--- config.mk ---
export PLATFORM = sky130hd
export DESIGN_NAME = drm_uip_arbiter_flat
export DESIGN_NICKNAME = d
export VERILOG_FILES = /design/src/rtl/drm_uip_arbiter_if.sv /design/src/rtl/drm_uip_arbiter.sv /design/src/flat_wrapper.sv
export SDC_FILE = /design/constraint.sdc
export NUM_CORES = 1
export LEC_CHECK = 0
export ABC_AREA = 1
export CORE_AREA = 2 2 133 135
export CTS_CLUSTER_SIZE = 30
export DETAILED_ROUTE_END_ITERATION = 6
export DIE_AREA = 0 0 135 137
export SKIP_CTS_REPAIR_TIMING = 1
export SLEW_MARGIN = 0
export SYNTH_ARGS = -nofsm -noshare
export SYNTH_HDL_FRONTEND = slang
export SYNTH_SLANG_ARGS = --single-unit
--- constraint.sdc ---
create_clock -name ap_clk -period 1.8 [get_ports ap_clk]
set_input_delay 0.27 -clock ap_clk [delete_from_list [all_inputs] [get_ports ap_clk]]
set_output_delay 0.27 -clock ap_clk [all_outputs]
set_load 0.05 [all_outputs]
--- src/rtl/drm_uip_arbiter_if.sv ---
// Stream bundle between four user IPs, the arbiter and the DRM controller user-IP port.
// The slave modport is the arbiter's view and the master modport is the surrounding system's view.
interface drm_uip_arbiter_if #(
    parameter int unsigned C_DATA_WIDTH = 32
);
    logic [3:0]                uip_to_arb_tvalid;
    logic [4*C_DATA_WIDTH-1:0] uip_to_arb_tdata;
    logic [3:0]                uip_to_arb_tready;

    logic                      arb_to_drm_tvalid;
    logic [C_DATA_WIDTH-1:0]   arb_to_drm_tdata;
    logic                      arb_to_drm_tready;

    logic                      drm_to_arb_tvalid;
    logic [C_DATA_WIDTH-1:0]   drm_to_arb_tdata;
    logic                      drm_to_arb_tready;

    logic [3:0]                arb_to_uip_tvalid;
    logic [4*C_DATA_WIDTH-1:0] arb_to_uip_tdata;
    logic [3:0]                arb_to_uip_tready;

    modport slave (
        input  uip_to_arb_tvalid, uip_to_arb_tdata, arb_to_drm_tready,
        input  drm_to_arb_tvalid, drm_to_arb_tdata, arb_to_uip_tready,
        output uip_to_arb_tready, arb_to_drm_tvalid, arb_to_drm_tdata,
        output drm_to_arb_tready, arb_to_uip_tvalid, arb_to_uip_tdata
    );

    modport master (
        output uip_to_arb_tvalid, uip_to_arb_tdata, arb_to_drm_tready,
        output drm_to_arb_tvalid, drm_to_arb_tdata, arb_to_uip_tready,
        input  uip_to_arb_tready, arb_to_drm_tvalid, arb_to_drm_tdata,
        input  drm_to_arb_tready, arb_to_uip_tvalid, arb_to_uip_tdata
    );
endinterface

--- src/rtl/drm_uip_arbiter.sv ---
// Round-robin arbiter that shares one DRM controller user-IP port among 4 IPs, one frame at a time.
// The optional response watchdog is built only when DRM_ARB_TIMEOUT_EN is defined.
module drm_uip_arbiter #(
    parameter int unsigned C_DATA_WIDTH     = 32,
    parameter int unsigned C_FRAME_WORDS    = 4,
    parameter int unsigned C_TIMEOUT_CYCLES = 1024
) (
    input  logic             ap_clk,
    input  logic             ap_rst_n,
    drm_uip_arbiter_if.slave bus,
    output logic [1:0]       grant_id,
    output logic             busy,
    output logic             timeout_err
);
    typedef enum logic [1:0] {IDLE = 2'd0, REQ = 2'd1, RSP = 2'd2} state_t;

    localparam logic [7:0] LAST_WORD = 8'(C_FRAME_WORDS - 1);

    if (C_FRAME_WORDS < 2 || C_FRAME_WORDS > 255 ||
        C_TIMEOUT_CYCLES < 1 || C_TIMEOUT_CYCLES > 65535) begin : g_param_check
        $error("drm_uip_arbiter: parameter out of range");
    end

    state_t     state_q, state_d;
    logic [7:0] word_cnt_q, word_cnt_d;
    logic [1:0] grant_d, last_q, last_d, winner, idx;
    logic       win_vld, req_hs, rsp_hs, last_word;

    assign req_hs    = (state_q == REQ) && bus.uip_to_arb_tvalid[grant_id] && bus.arb_to_drm_tready;
    assign rsp_hs    = (state_q == RSP) && bus.drm_to_arb_tvalid && bus.arb_to_uip_tready[grant_id];
    assign last_word = (word_cnt_q == LAST_WORD);
    assign busy      = (state_q != IDLE);

    // Search starts one past the last served IP; k == 4 wraps back onto it.
    always_comb begin
        winner  = last_q;
        win_vld = 1'b0;
        idx     = last_q;
        for (int unsigned k = 1; k <= 4; k++) begin
            idx = last_q + k[1:0];
            if (!win_vld && bus.uip_to_arb_tvalid[idx]) begin
                winner  = idx;
                win_vld = 1'b1;
            end
        end
    end

`ifdef DRM_ARB_TIMEOUT_EN
    localparam logic [15:0] TMO_LAST = 16'(C_TIMEOUT_CYCLES - 1);

    logic [15:0] wd_q;
    logic        wd_expire;

    assign wd_expire = (state_q == RSP) && !rsp_hs && (wd_q == TMO_LAST);

    always_ff @(posedge ap_clk or negedge ap_rst_n) begin
        if (!ap_rst_n) begin
            wd_q        <= '0;
            timeout_err <= 1'b0;
        end else begin
            if (state_q == RSP && !rsp_hs && !wd_expire) begin
                wd_q <= wd_q + 16'd1;
            end else begin
                wd_q <= '0;
            end
            if (wd_expire) begin
                timeout_err <= 1'b1;
            end
        end
    end
`else
    assign timeout_err = 1'b0;
`endif

    always_comb begin
        state_d    = state_q;
        word_cnt_d = word_cnt_q;
        grant_d    = grant_id;
        last_d     = last_q;
        case (state_q)
            IDLE: begin
                if (win_vld) begin
                    grant_d = winner;
                    state_d = REQ;
                end
            end
            REQ: begin
                if (req_hs) begin
                    if (last_word) begin
                        word_cnt_d = '0;
                        state_d    = RSP;
                    end else begin
                        word_cnt_d = word_cnt_q + 8'd1;
                    end
                end
            end
            RSP: begin
                if (rsp_hs) begin
                    if (last_word) begin
                        word_cnt_d = '0;
                        state_d    = IDLE;
                        last_d     = grant_id;
                    end else begin
                        word_cnt_d = word_cnt_q + 8'd1;
                    end
                end
`ifdef DRM_ARB_TIMEOUT_EN
                else if (wd_expire) begin
                    word_cnt_d = '0;
                    state_d    = IDLE;
                    last_d     = grant_id;
                end
`endif
            end
            default: state_d = IDLE;
        endcase
    end

    always_ff @(posedge ap_clk or negedge ap_rst_n) begin
        if (!ap_rst_n) begin
            state_q    <= IDLE;
            word_cnt_q <= '0;
            grant_id   <= '0;
            last_q     <= 2'd3;
        end else begin
            state_q    <= state_d;
            word_cnt_q <= word_cnt_d;
            grant_id   <= grant_d;
            last_q     <= last_d;
        end
    end

    // Zero-latency routing; only the granted lane ever sees valid/ready.
    always_comb begin
        bus.uip_to_arb_tready = '0;
        bus.arb_to_drm_tvalid = 1'b0;
        bus.arb_to_drm_tdata  = bus.uip_to_arb_tdata[grant_id*C_DATA_WIDTH +: C_DATA_WIDTH];
        bus.drm_to_arb_tready = 1'b0;
        bus.arb_to_uip_tvalid = '0;
        bus.arb_to_uip_tdata  = {4{bus.drm_to_arb_tdata}};
        if (state_q == REQ) begin
            bus.arb_to_drm_tvalid           = bus.uip_to_arb_tvalid[grant_id];
            bus.uip_to_arb_tready[grant_id] = bus.arb_to_drm_tready;
        end
        if (state_q == RSP) begin
            bus.arb_to_uip_tvalid[grant_id] = bus.drm_to_arb_tvalid;
            bus.drm_to_arb_tready           = bus.arb_to_uip_tready[grant_id];
        end
    end
endmodule

--- src/flat_wrapper.sv ---
// flat-port wrapper written by rule: the top's interface ports become plain ports
module drm_uip_arbiter_flat 
#(
    parameter int unsigned C_DATA_WIDTH     = 32,
    parameter int unsigned C_FRAME_WORDS    = 4,
    parameter int unsigned C_TIMEOUT_CYCLES = 1024
)
  (ap_clk, ap_rst_n, grant_id, busy, timeout_err, bus_uip_to_arb_tvalid, bus_uip_to_arb_tdata, bus_arb_to_drm_tready, bus_drm_to_arb_tvalid, bus_drm_to_arb_tdata, bus_arb_to_uip_tready, bus_uip_to_arb_tready, bus_arb_to_drm_tvalid, bus_arb_to_drm_tdata, bus_drm_to_arb_tready, bus_arb_to_uip_tvalid, bus_arb_to_uip_tdata);
  drm_uip_arbiter_if #(.C_DATA_WIDTH(C_DATA_WIDTH)) bus_i ();
  input  logic ap_clk;
  input  logic ap_rst_n;
  output logic [1:0] grant_id;
  output logic busy;
  output logic timeout_err;
  input wire logic [$bits(bus_i.uip_to_arb_tvalid)-1:0] bus_uip_to_arb_tvalid;
  input wire logic [$bits(bus_i.uip_to_arb_tdata)-1:0] bus_uip_to_arb_tdata;
  input wire logic [$bits(bus_i.arb_to_drm_tready)-1:0] bus_arb_to_drm_tready;
  input wire logic [$bits(bus_i.drm_to_arb_tvalid)-1:0] bus_drm_to_arb_tvalid;
  input wire logic [$bits(bus_i.drm_to_arb_tdata)-1:0] bus_drm_to_arb_tdata;
  input wire logic [$bits(bus_i.arb_to_uip_tready)-1:0] bus_arb_to_uip_tready;
  output wire logic [$bits(bus_i.uip_to_arb_tready)-1:0] bus_uip_to_arb_tready;
  output wire logic [$bits(bus_i.arb_to_drm_tvalid)-1:0] bus_arb_to_drm_tvalid;
  output wire logic [$bits(bus_i.arb_to_drm_tdata)-1:0] bus_arb_to_drm_tdata;
  output wire logic [$bits(bus_i.drm_to_arb_tready)-1:0] bus_drm_to_arb_tready;
  output wire logic [$bits(bus_i.arb_to_uip_tvalid)-1:0] bus_arb_to_uip_tvalid;
  output wire logic [$bits(bus_i.arb_to_uip_tdata)-1:0] bus_arb_to_uip_tdata;
  assign bus_i.uip_to_arb_tvalid = bus_uip_to_arb_tvalid;
  assign bus_i.uip_to_arb_tdata = bus_uip_to_arb_tdata;
  assign bus_i.arb_to_drm_tready = bus_arb_to_drm_tready;
  assign bus_i.drm_to_arb_tvalid = bus_drm_to_arb_tvalid;
  assign bus_i.drm_to_arb_tdata = bus_drm_to_arb_tdata;
  assign bus_i.arb_to_uip_tready = bus_arb_to_uip_tready;
  assign bus_uip_to_arb_tready = bus_i.uip_to_arb_tready;
  assign bus_arb_to_drm_tvalid = bus_i.arb_to_drm_tvalid;
  assign bus_arb_to_drm_tdata = bus_i.arb_to_drm_tdata;
  assign bus_drm_to_arb_tready = bus_i.drm_to_arb_tready;
  assign bus_arb_to_uip_tvalid = bus_i.arb_to_uip_tvalid;
  assign bus_arb_to_uip_tdata = bus_i.arb_to_uip_tdata;
  drm_uip_arbiter #(.C_DATA_WIDTH(C_DATA_WIDTH), .C_FRAME_WORDS(C_FRAME_WORDS), .C_TIMEOUT_CYCLES(C_TIMEOUT_CYCLES)) u_core (.ap_clk(ap_clk), .ap_rst_n(ap_rst_n), .bus(bus_i), .grant_id(grant_id), .busy(busy), .timeout_err(timeout_err));
endmodule
After elaboration in Yosys (flattened, before gate mapping). Index checks and enable logic that the tools add are counted.

Register bits: 14. Bits in latches: 0. Memory bits (writable): 0. ROM bits: 0. Input port bits: 172. Output and inout port bits: 174. Logic and storage cells: 79. Memories: 0.

Add/sub/neg operators: 4. Multipliers: 0. Div/mod/pow operators: 0. Magnitude comparators: 6. Equality and inequality tests: 8. Shift-type cells: 1. Mux-type cells: 36. Bitwise gates (word level): 2. Reductions and logical operators: 18.

Operators with widths (number): variable part select 128 x 8 -> 32 bit (1); 2-to-1 mux 8 bit (3); 2-to-1 mux 2 bit (9); case mux 8 bit (2 select lines) (1); less-than comparator 2 x 3 -> 1 bit (second input constant) (5); 2-to-1 mux 1 bit (13); binary-select mux 1 bit (select 2 bit) (6); != test 2 x 1 -> 1 bit (second input constant) (5); adder 8 x 1 -> 8 bit (second input constant) (1); AND 4 bit (2); == test 8 x 2 -> 1 bit (second input constant) (1); logical AND 1 bit (8); 2-to-1 mux 4 bit (2); case mux 2 bit (3 select lines) (1); AND reduction 3 bit (2); AND reduction 5 bit (1); adder 2 bit (second input constant) (2); nonzero test 2 bit (2); logical NOT 1 bit (3); adder 2 x 1 -> 2 bit (second input constant) (1); demux 1 bit (select 2 bit) (1); == test 2 x 1 -> 1 bit (second input constant) (1); == test 2 bit (second input constant) (1); greater-or-equal comparator 2 x 1 -> 1 bit (second input constant) (1); other kinds (2) (2).

Depth between registers and ports, before layout.
Depth after elaboration: 15. Mapped depth: 13. Mapped depth without buffers: 12.

Worst setup path after synthesis. OpenSTA, ideal clock, no wires.

Kind: reg-to-output. From: register u_core.grant_id[1]. To: output bus_arb_to_uip_tvalid[2]. Data arrival time: 1988 ps. Data required time: 1530 ps. Setup slack: -458 ps. Stages on the path, launching flop included: 6. Buffers on the path: 1. Cells stage by stage: dfrtp_1 > inv_1 > nor2_2 > buf_2 > inv_1 > nor2_1.

Cells in the longest elaborated chain, start to end: 6. Elaborated cells on any way between the ends: 7. Classes of those cells: order compare (2); mux (3); bitwise (1); reduce/logical (1).

RTL lines: start: declaration (line drm_uip_arbiter.sv:11) `output logic [1:0] grant_id,`; start signal: assignment (line drm_uip_arbiter.sv:128) `grant_id <= grant_d;`; less-than comparator 2 x 3 -> 1 bit (not written as such) / greater-or-equal comparator 2 x 1 -> 1 bit (equally long branches) (line drm_uip_arbiter.sv:146) `bus.arb_to_uip_tvalid[grant_id] = bus.drm_to_arb_tvalid;`; logical AND 1 bit (not written as such) (line drm_uip_arbiter.sv:146); 2-to-1 mux 1 bit (not written as such) (line drm_uip_arbiter.sv:146); demux 1 bit (select 2 bit) (*); AND 4 bit (no source line) (*); 2-to-1 mux 4 bit (*) (line drm_uip_arbiter.sv:145) `if (state_q == RSP) begin`; end: declaration (line flat_wrapper.sv:25) `output wire logic [$bits(bus_i.arb_to_uip_tvalid)-1:0] bus_arb_to_uip_tvalid;`.

Every way passes the cells marked *; elsewhere a longest branch is shown, timed or not.

Worst setup path in the final report.
From: register u_core.grant_id[1]. To: output bus_arb_to_drm_tdata[6].

Cells in the longest elaborated chain, start to end: 1.

RTL lines: variable part select 128 x 8 -> 32 bit (line drm_uip_arbiter.sv:137) `bus.arb_to_drm_tdata = bus.uip_to_arb_tdata[grant_id*C_DATA_WIDTH +: C_DATA_WIDTH];`; end: declaration (line flat_wrapper.sv:23) `output wire logic [$bits(bus_i.arb_to_drm_tdata)-1:0] bus_arb_to_drm_tdata;`.

No other way between the ends.

==> results.cfg <==
[outcome]
outcome = complete, but fails checks
violations = setup timing

[timing]
setup-violations-final = 36
rsz0062_at_grt = true
post-route-period-util_pct = 105
finalMaxSlewViolations = 0
fmax_ghz = 0.527
setup_tns_ns = -1.67
fin_crit_ns = 1.90
worst_hold_slack_ns = 0.331
setup_ws_ns = -0.0970
finalHoldViolCount = 0
fin_skew_ns = 0.00348

[global_route]
grt_pass1_wl_um = 16800
grt_usage_pct = 12.0
antenna_found_initial = 4
grt_max_degree = 33
first_global_vias = 2895
overflow = 0

[synthesis]
synth-async-reset-ratio_pct = 100
synthFlopType = dfrtp_1
synth_top_area_share_pct = 34.7
netlist.top_cell.by_area = buf_4
yosysWarnings = 0
synth_seq_cells = 14
synth_area_per_cell_um2 = 6.51
synth_fp_nets = 611
synth.distinct_cells = 31
synthTopCellsByArea = buf_4, nand2_1, a22oi_1, dfrtp_1, nand3_1
ys_seq_area_share_pct = 12.5
syn_inst = 435
synth_edf_count = 0
netlist_area_um2 = 2830

[place]
placed_cells = 718
port_buffers = 184
place.gp.congestion = 0.751
placed_area_um2 = 4680
preCtsSetupSlack_ns = 0.0812
dp_hpwl_um = 10100

[pwr]
power.density_nw_per_um2 = 1890
switching_share_pct = 51.6
power.total_mw = 9.80
vdd_ir_drop_max_uv = 995
p_int_mw = 4.75
p_leak_nw = 2.13
pwr-share-comb_pct = 89.2
seqPwrFrac_pct = 5.8
clockPowerShare_pct = 5.0
p_sw_mw = 5.05

[critical_path]
worstPathArrival_ns = 1.63
r2r_slack_ns = 0.16
r2r-end = u_core.word_cnt_q[3]$_DFFE_PN0P_
path_delay_family = buffers and inverters
endpoint_kind = primary output
max_stage_delay_ns = 0.44
path_buf_inv = 5
critPathMaxFanout = 5
reg2reg_depth = 12
path_cells = inv_2 > buf_6 > nor2_4 > buf_4 > clkbuf_16 > a22oi_2 > nand2_2 > buf_12
r2r-start = u_core.grant_id[0]$_DFFE_PN0P_
path_class = reg -> out
start_kind = flip-flop
worstPathRequired_ns = 1.53
slowest_stage = dfrtp_2

[final_layout]
area_growth_pct = 83.5
regArea_um2 = 355
final.fill_count = 1816
final_util_pct = 30.4
nets = 688
postLayoutCellArea_um2 = 5190
stdcell_count = 737
multi_input_area_um2 = 1690
drive_gt1_share_pct = 36.2

[drt]
wl_per_cell_um = 17.3
antenna_left = 0
drc_errors = 0
vias_per_cell = 4.13
routed_wl_um = 12700
vias = 3044
dr.pass1.iters = 4
dr.first_iter.drc_count = 98

[clocking]
cts_made_buffers = 3
cts_tree = built
htree_levels = 1
cts_num_sinks = 14
insertion_delay_ns = 0.25
clockBufferDepth = 2
clkTransAtPathRegs_ns = 0.05
cts.root.buffer_cell = clkbuf_16

[die]
coreArea_um2 = 17100
ioPinCount = 346
start_util_pct = 16.6
die_h_um = 137
rows = 48
die_area_um2 = 18500
die_x_um = 135

[job]
drv_cap = 0

[min_path]
worstHoldPathType = in -> async
-- cell type report --
type                            instances  share of cell area (%)
Antenna cell                            1                  0.0482
Clock buffer                            4                    1.71
Inverter                               24                    1.98
Multi-Input combinational cell        253                    32.5
Sequential cell                        14                    6.84
Tap cell                              225                    5.42
Timing Repair Buffer                  216                    51.5
-- per-layer routing --
metal | routed length [µm] | vias up | GRT usage, %
met4 | 230 | 6 | 3.18
li1 | - | 1454 | -
met1 | 4890 | 1352 | 14.1
met2 | 5890 | 194 | 18.9
met5 | 41 | - | 0
met3 | 1680 | 38 | 6.63
-- sequential cells by signal, indices dropped and copies added, names as in the netlist --
| signal | cells |
|---|---|
| u_core.state_q | 2 |
| u_core.grant_id | 2 |
| u_core.last_q | 2 |
| u_core.word_cnt_q | 8 |
-- synthesized netlist by cell type, types with 6 or more instances --
master   number
nor2_1       14
buf_4       131
a22oi_1      48
dfrtp_1      12
a21oi_1       6
o21ai_1       6
nand3_1      25
nand2_1     118
buf_2        11
inv_1        21
nand2_2       7
-- placed cells by master (no fill, tap or decap), types with 2 or more instances in the layout --
master             n
inv_2              2
a22oi_2           28
buf_6              2
nor2_2             3
nor2_1             6
dfrtp_2            2
buf_8              2
nand3_2           14
a22oi_1           20
a21oi_1            4
dfstp_2            2
nand3_4            2
o21ai_2            4
o21ai_1            6
nand3_1           11
nor2_4             8
inv_1             19
buf_12            49
o21ai_0            3
buf_4             20
nand2_1           92
xor2_1             4
nand4_1            2
nor3_1             2
inv_4              2
dfrtp_1           10
nand2_2           32
ha_1               4
clkbuf_16          7
clkdlybuf4s50_1  139
-- kinds of logic (layout without fill, tap and decap cells) --
| kind of cell | after synthesis | after routing | share of synthesized area, % |
|---|---|---|---|
| AO/OA/AOI/OAI | 69 | 69 | 17.2 |
| XOR/XNOR | 5 | 5 | 1.55 |
| adder cells (fa/ha/maj) | 4 | 4 | 1.77 |
| buffers and inverters | 168 | 244 | 40.6 |
| flip-flops | 14 | 14 | 12.5 |
| other | 1 | 2 | 0.132 |
| AND/OR/NAND/NOR | 174 | 174 | 26.3 |
-- power groups by stage --
stage	Combinational [mW]	Clock, mW	Sequential (mW)
3_3_place_gp	7.99	0	0.555
4_1_cts	8.05	0.502	0.557
5_1_grt	9.22	0.511	0.587
2_1_floorplan	5.00	0	0.593
3_5_place_dp	8.03	0	0.561
6_report	8.74	0.488	0.567
-- how the worst max path moves through the flow --
stage,start,endpoint,slack [ns],depth (start not counted)
floorplan,u_core.grant_id[0]$_DFFE_PN0P_,bus_arb_to_uip_tvalid[2],-0.05,5
global placement,u_core.grant_id[0]$_DFFE_PN0P_,bus_arb_to_uip_tvalid[2],0.05,6
detailed placement,bus_uip_to_arb_tvalid[1],u_core.grant_id[0]$_DFFE_PN0P_,0.08,11
CTS,u_core.grant_id[0]$_DFFE_PN0P_,bus_arb_to_uip_tvalid[2],-0.18,6
global route,u_core.grant_id[1]$_DFFE_PN0P_,bus_arb_to_drm_tdata[6],-0.16,8
finish,u_core.grant_id[1]$_DFFE_PN0P_,bus_arb_to_drm_tdata[6],-0.1,8
-- worst register-to-register path: cells and delay by family (launching register included) --
family | cells | cell delay (ns)
AOI/OAI and AO/OA | 1 | 0.05
buffers and inverters | 3 | 0.39
DFF | 1 | 0.46
and+or+nand+nor | 8 | 0.65
Note: power is estimated with default switching activity, not from simulation.
